--- src/rtl/iter_shift.sv ---
// Iterative shifter: applies a one-bit shift/rotate per clock until the captured
// shift amount is consumed, then pulses done for one cycle.
module iter_shift #(
  parameter int unsigned WIDTH   = 32,
  parameter int unsigned SHAMT_W = 5
) (
  input  logic               clk,
  input  logic               rst_n,
  input  logic               start,
  input  logic [1:0]         mode,
  input  logic [WIDTH-1:0]   in_data,
  input  logic [SHAMT_W-1:0] shamt,
  output logic               busy,
  output logic               done,
  output logic [WIDTH-1:0]   out_data
);

  typedef enum logic [1:0] {StIdle, StShift, StDone} state_e;

  localparam logic [1:0] ModeLsr = 2'b00;
  localparam logic [1:0] ModeLsl = 2'b01;
  localparam logic [1:0] ModeAsr = 2'b10;
  localparam logic [1:0] ModeRor = 2'b11;

  state_e             state_q, state_d;
  logic [SHAMT_W-1:0] cnt_q, cnt_d;
  logic [1:0]         mode_q, mode_d;
  logic [WIDTH-1:0]   data_q, data_d;
  logic [WIDTH-1:0]   step;

  always_ff @(posedge clk or negedge rst_n) begin
    if (!rst_n) begin
      state_q <= StIdle;
    end else begin
      state_q <= state_d;
    end
  end

  always_comb begin
    state_d = state_q;
    unique case (state_q)
      StIdle:  if (start) state_d = (shamt != '0) ? StShift : StDone;
      StShift: if (cnt_q == SHAMT_W'(1)) state_d = StDone;
      StDone:  state_d = StIdle;
      default: state_d = StIdle;
    endcase
  end

  always_comb begin
    busy = (state_q == StShift);
    done = (state_q == StDone);
  end

  // One-bit step of the captured operation.
  always_comb begin
    step = data_q;
    unique case (mode_q)
      ModeLsr: step = {1'b0, data_q[WIDTH-1:1]};
      ModeLsl: step = {data_q[WIDTH-2:0], 1'b0};
      ModeAsr: step = {data_q[WIDTH-1], data_q[WIDTH-1:1]};
      ModeRor: step = {data_q[0], data_q[WIDTH-1:1]};
      default: step = data_q;
    endcase
  end

  always_comb begin
    data_d = data_q;
    cnt_d  = cnt_q;
    mode_d = mode_q;
    unique case (state_q)
      StIdle: begin
        if (start) begin
          data_d = in_data;
          mode_d = mode;
          cnt_d  = shamt;
        end
      end
      StShift: begin
        data_d = step;
        // cnt_q is always >= 1 here; guard anyway so it can never wrap.
        if (cnt_q != '0) cnt_d = cnt_q - SHAMT_W'(1);
      end
      default: ;
    endcase
  end

  always_ff @(posedge clk or negedge rst_n) begin
    if (!rst_n) begin
      data_q <= '0;
      cnt_q  <= '0;
      mode_q <= 2'b00;
    end else begin
      data_q <= data_d;
      cnt_q  <= cnt_d;
      mode_q <= mode_d;
    end
  end

  assign out_data = data_q;

endmodule

--- config.mk ---
export PLATFORM = sky130hd
export DESIGN_NAME = iter_shift
export DESIGN_NICKNAME = d
export VERILOG_FILES = /design/src/rtl/iter_shift.sv
export SDC_FILE = /design/constraint.sdc
export NUM_CORES = 1
export LEC_CHECK = 0
export BUFFER_PORTS_ARGS = -buffer_cell sky130_fd_sc_hd__buf_4
export CORE_UTILIZATION = 39
export CTS_BUF_LIST = sky130_fd_sc_hd__clkbuf_8 sky130_fd_sc_hd__clkbuf_16
export DETAILED_ROUTE_END_ITERATION = 6
export GPL_ROUTABILITY_DRIVEN = 0
export PLACE_DENSITY_LB_ADDON = 0.08
export SETUP_SLACK_MARGIN = 0.02
export SYNTH_ARGS = -nofsm -noshare
export SYNTH_HDL_FRONTEND = slang
export SYNTH_SLANG_ARGS = --single-unit
--- constraint.sdc ---
create_clock -name clk -period 2.82 [get_ports clk]
set_input_delay 0.564 -clock clk [delete_from_list [all_inputs] [get_ports clk]]
set_output_delay 0.564 -clock clk [all_outputs]
set_load 0.1 [all_outputs]
# Word level (Yosys, flattened, before mapping)
# Cells that the tools add are included.
# op_classes
addsub,1
n_lt_le_gt_ge,0
n_mux,10
div,0
reduce_logical,10
shifts,0
n_bitwise,0
n_mul,0
eq_ne,10
# op_table
cell,count
32-bit case mux with 4 select lines,1
32-bit case mux with 2 select lines,1
32-bit 2-to-1 mux,1
5-bit 2-to-1 mux,2
5-bit case mux with 2 select lines,1
5-bit nonzero test,2
"2-bit equality test, second input constant",3
2-bit 2-to-1 mux,3
2-bit AND reduction,3
3-bit AND reduction,2
"5-bit by 1-bit equality test with 1-bit output, second input constant",1
"5-bit by 1-bit subtractor with 5-bit output, second input constant",1
"2-bit by 1-bit equality test with 1-bit output, second input constant",2
2-bit zero test,2
"2-bit by 1-bit != test with 1-bit output, second input constant",2
"2-bit != test, second input constant",2
2-bit case mux with 2 select lines,1
2-bit nonzero test,1
# word_totals
memories,0
latchBits,0
romBits,0
ramBits,0
reg_bits,41

# Logic depth before layout (Yosys ltp)
# logic_depth
ltp_word,4
mapped_depth,7
ltp_nobuf,5

# Least setup slack after synthesis
# OpenSTA, ideal clock, no wires.
# synth_path
path_type,register to output
from,register state_q[0]
to,output port done
required_time_ns,2.256
slack_ns,0.382
path_stages_with_launch,3
t_arrival_ns,1.874
n_path_buf,1
path_cell_list,dfrtp_1 buf_2 nor2b_1
# synth_between
elab_chain_len,1
# synth_lines
item,line_no,text
from (decl),25,"state_e state_q, state_d;"
from (signal assigned),33,state_q <= StIdle;
from (signal assigned),35,state_q <= state_d;
2-bit equality test,51,done = (state_q == StDone);
to (decl),14,"output logic done,"
# Every way passes these cells.

# Worst setup path after layout
# layout_path
from,register state_q[0]
to,output port busy
# layout_between
elab_chain_len,1
# layout_lines
item,line_no,text
2-bit by 1-bit equality test with 1-bit output,50,busy = (state_q == StShift);
to (decl),13,"output logic busy,"
# Every way passes these cells.

==> metrics <==
Worst slew margin 0.609; fillcell total 574; largest fanout on the critical path 12; area of the multi-input gates 0.00128 mm²; min setup slack post-route 0.876 ns; crit path cell chain nand2b_1 > inv_2 > buf_4; nets@finish 382; shortest period the worst path allows 1.94 ns; maximum number of pins on one net before global-route repair 42; sinks on the clock net 41; clock input transition at the sequential cells of the worst setup and hold paths 0.08 ns; count of different cell masters after synthesis 39; Clock Skew 0.00355 ns; max-slew violation count 0; number of antenna violations at the first check in global routing 0; Net Count, Synth 320; final hold slack 0.227 ns; run status finished, final reports clean; horizontal extent of the die 81.3 µm; cells after synthesis 276; Critical Path Slowest Stage Cell sky130_fd_sc_hd__dfrtp_1; effective utilization at floorplan 0.410; pre-CTS WS 1.01 ns; overall overflow remaining after global route 0; peak per-stage delay on the critical path 0.56 ns; Setup crit end kind primary output; per-cell routed wire length 16.1 µm; Syn. warnings 0; worst setup path category flip-flop to primary output; detailed placement HPWL 4230 µm; Vias/cell 5.57; maximum capacitance violations 0; RSZ-0062 raised after global routing no; master cell of the clock root buffer sky130_fd_sc_hd__clkbuf_8; R2R Path End out_data[31]; period utilisation layout 0.689; number of port buffers 75; drt first pass iters 4; insertion delay to the later sink of the worst-skew pair 0.30 ns; setup-violating endpoint count in the final report 0; number of design-rule violations left by the first detailed-router iteration 120; synthesized cell area 0.00245 mm²; sequential element share of the synthesized area 0.418; number of clock buffers inserted by TritonCTS 5; data arrival time of the critical path 1.38 ns; top flip-flop cell by instance count after synthesis sky130_fd_sc_hd__dfrtp_1; H-tree level count 2; DRC violations left 0; floorplan row count 28; DRT antenna net count 0; final hold viol count 0; cells resized by post-CTS repair 0; Post CTS Setup Buffer Count 0; overall global routing resource usage 0.214; top achievable clock speed 515 MHz; wire length of the first global-routing pass 10,800 µm; Area Growth Syn to Fin 26.5%; count of buffer and inverter cells on the critical path 2; via count of the first global-routing pass 2,189; Mapped Avg Cell Area 8.89 µm²; worst-margin pin slew 0.586 ns; Die Span Y 81.3 µm; Total Die Area 0.00662 mm²; worst hold path class input pin to async pin; IO Pins 76; reg2reg path depth 3; Setup TNS Final 0 ns; TritonCTS clock tree done; worst path required time 2.26 ns; cell area after layout 0.00311 mm²; antenna diode instance count 0; number of flip-flops and latches in the synthesized netlist 41; standard cell area after detailed placement 0.00302 mm²; core area 0.00599 mm²; count of flip-flops with a built-in enable after synthesis 0; register area 0.00103 mm²; drt total wl 6670 µm; Async S/R FF share, synth 1.00; Clock Tree Buf Depth 2; dominant delay contributor by cell family on the critical path flip-flops; cts-stage hold buffer count 0; kind of start point of the critical path flip-flop; proportion of layout cells with a drive suffix above 1 0.283; r2r startpoint state_q[0]; register-to-register setup slack 1.06 ns; via count 2,308
-- logic make-up (layout without fill, tap and decap cells) --
kind of cell / count (synthesis) / count (layout) / synth area share
AO/OA/AOI/OAI: 108 / 108 / 0.270
AND/OR/NAND/NOR: 93 / 93 / 0.231
flip-flops: 41 / 41 / 0.418
buffers and inverters: 30 / 93 / 0.0622
adder cells (fa/ha/maj): 2 / 2 / 0.0102
multiplexers: 2 / 2 / 0.00866
-- cells in the mapped netlist, drive strengths merged, types with 2 or more instances --
cell,number,area [µm²]
a211oi,30,225
a21oi,6,30.0
and3b,31,272
buf,13,88.8
clkbuf,13,48.8
dfrtp,41,1030
ha,2,25.0
inv,4,15.0
nand2,37,139
nand2b,2,12.5
nand3,2,10.0
nor2,6,22.5
nor3,5,25.0
nor4b,2,17.5
o21ai,62,314
o221a,2,22.5
-- final cells by class --
class / count / area share
Multi-Input combinational cell: 205 / 0.412
Sequential cell: 41 / 0.330
Timing Repair Buffer: 81 / 0.196
Tap cell: 75 / 0.0302
Clock buffer: 5 / 0.0222
Inverter: 4 / 0.00483
Clock inverter: 3 / 0.00443
-- cell usage in the layout (no fill, tap or decap), drive strengths merged --
master	n
nand3	2
o31ai	1
nor2	6
o221a	2
nand2b	2
ha	2
nor2b	1
o211a	1
a311oi	1
a21oi	6
nand4b	1
buf	81
inv	5
or4b	1
or2	1
o21bai	1
and3b	31
o2bb2ai	1
nor3	5
mux2i	1
clkinv	2
dfrtp	41
nor3b	1
nor4b	2
or3	1
nand2	37
mux2	1
o21ai	62
clkbuf	5
nand3b	1
o221ai	1
or3b	1
a32oi	1
a211oi	30
o21ba	1
-- worst reg2reg max path: stages, from the launching register on --
cell	delay [ns]
sky130_fd_sc_hd__dfrtp_1	0.56
sky130_fd_sc_hd__o21ba_2	0.59
sky130_fd_sc_hd__o21ai_0	0.20
sky130_fd_sc_hd__mux2_2	0.31
-- sequential cells by signal, indices dropped and copies added (netlist names) --
| name | flops |
|---|---|
| cnt_q | 5 |
| state_q | 2 |
| out_data | 32 |
| mode_q | 2 |
-- routing by layer --
layer | vias to the layer above | GRT usage | routed length [µm]
met3 | 7 | 0.0337 | 351
met1 | 1092 | 0.306 | 3200
li1 | 1132 | - | -
met5 | - | 0 | 0
met2 | 77 | 0.323 | 3070
met4 | 0 | 0.0732 | 51
-- worst max path at each step --
| stage | start | slack, ns | cells past startpoint | endpoint |
|---|---|---|---|---|
| final | state_q[0] | 0.88 | 3 | busy |
| after global routing | state_q[0] | 0.78 | 3 | busy |
| after CTS | state_q[0] | 0.86 | 3 | busy |
| after detailed placement | start | 1.01 | 4 | out_data[31] |
| after global placement | start | 1.01 | 4 | out_data[31] |
| after floorplan | state_q[0] | 0.38 | 2 | done |
-- per-stage QoR --
stage               utilization  cells
finish                    0.518    414
global route              0.518    414
CTS                       0.518    414
detailed placement        0.505    406
global placement          0.505    406
floorplan                     -    276
Power is not shown: default switching activity piles up to over one toggle a cycle in this logic, so the estimate is an artifact.
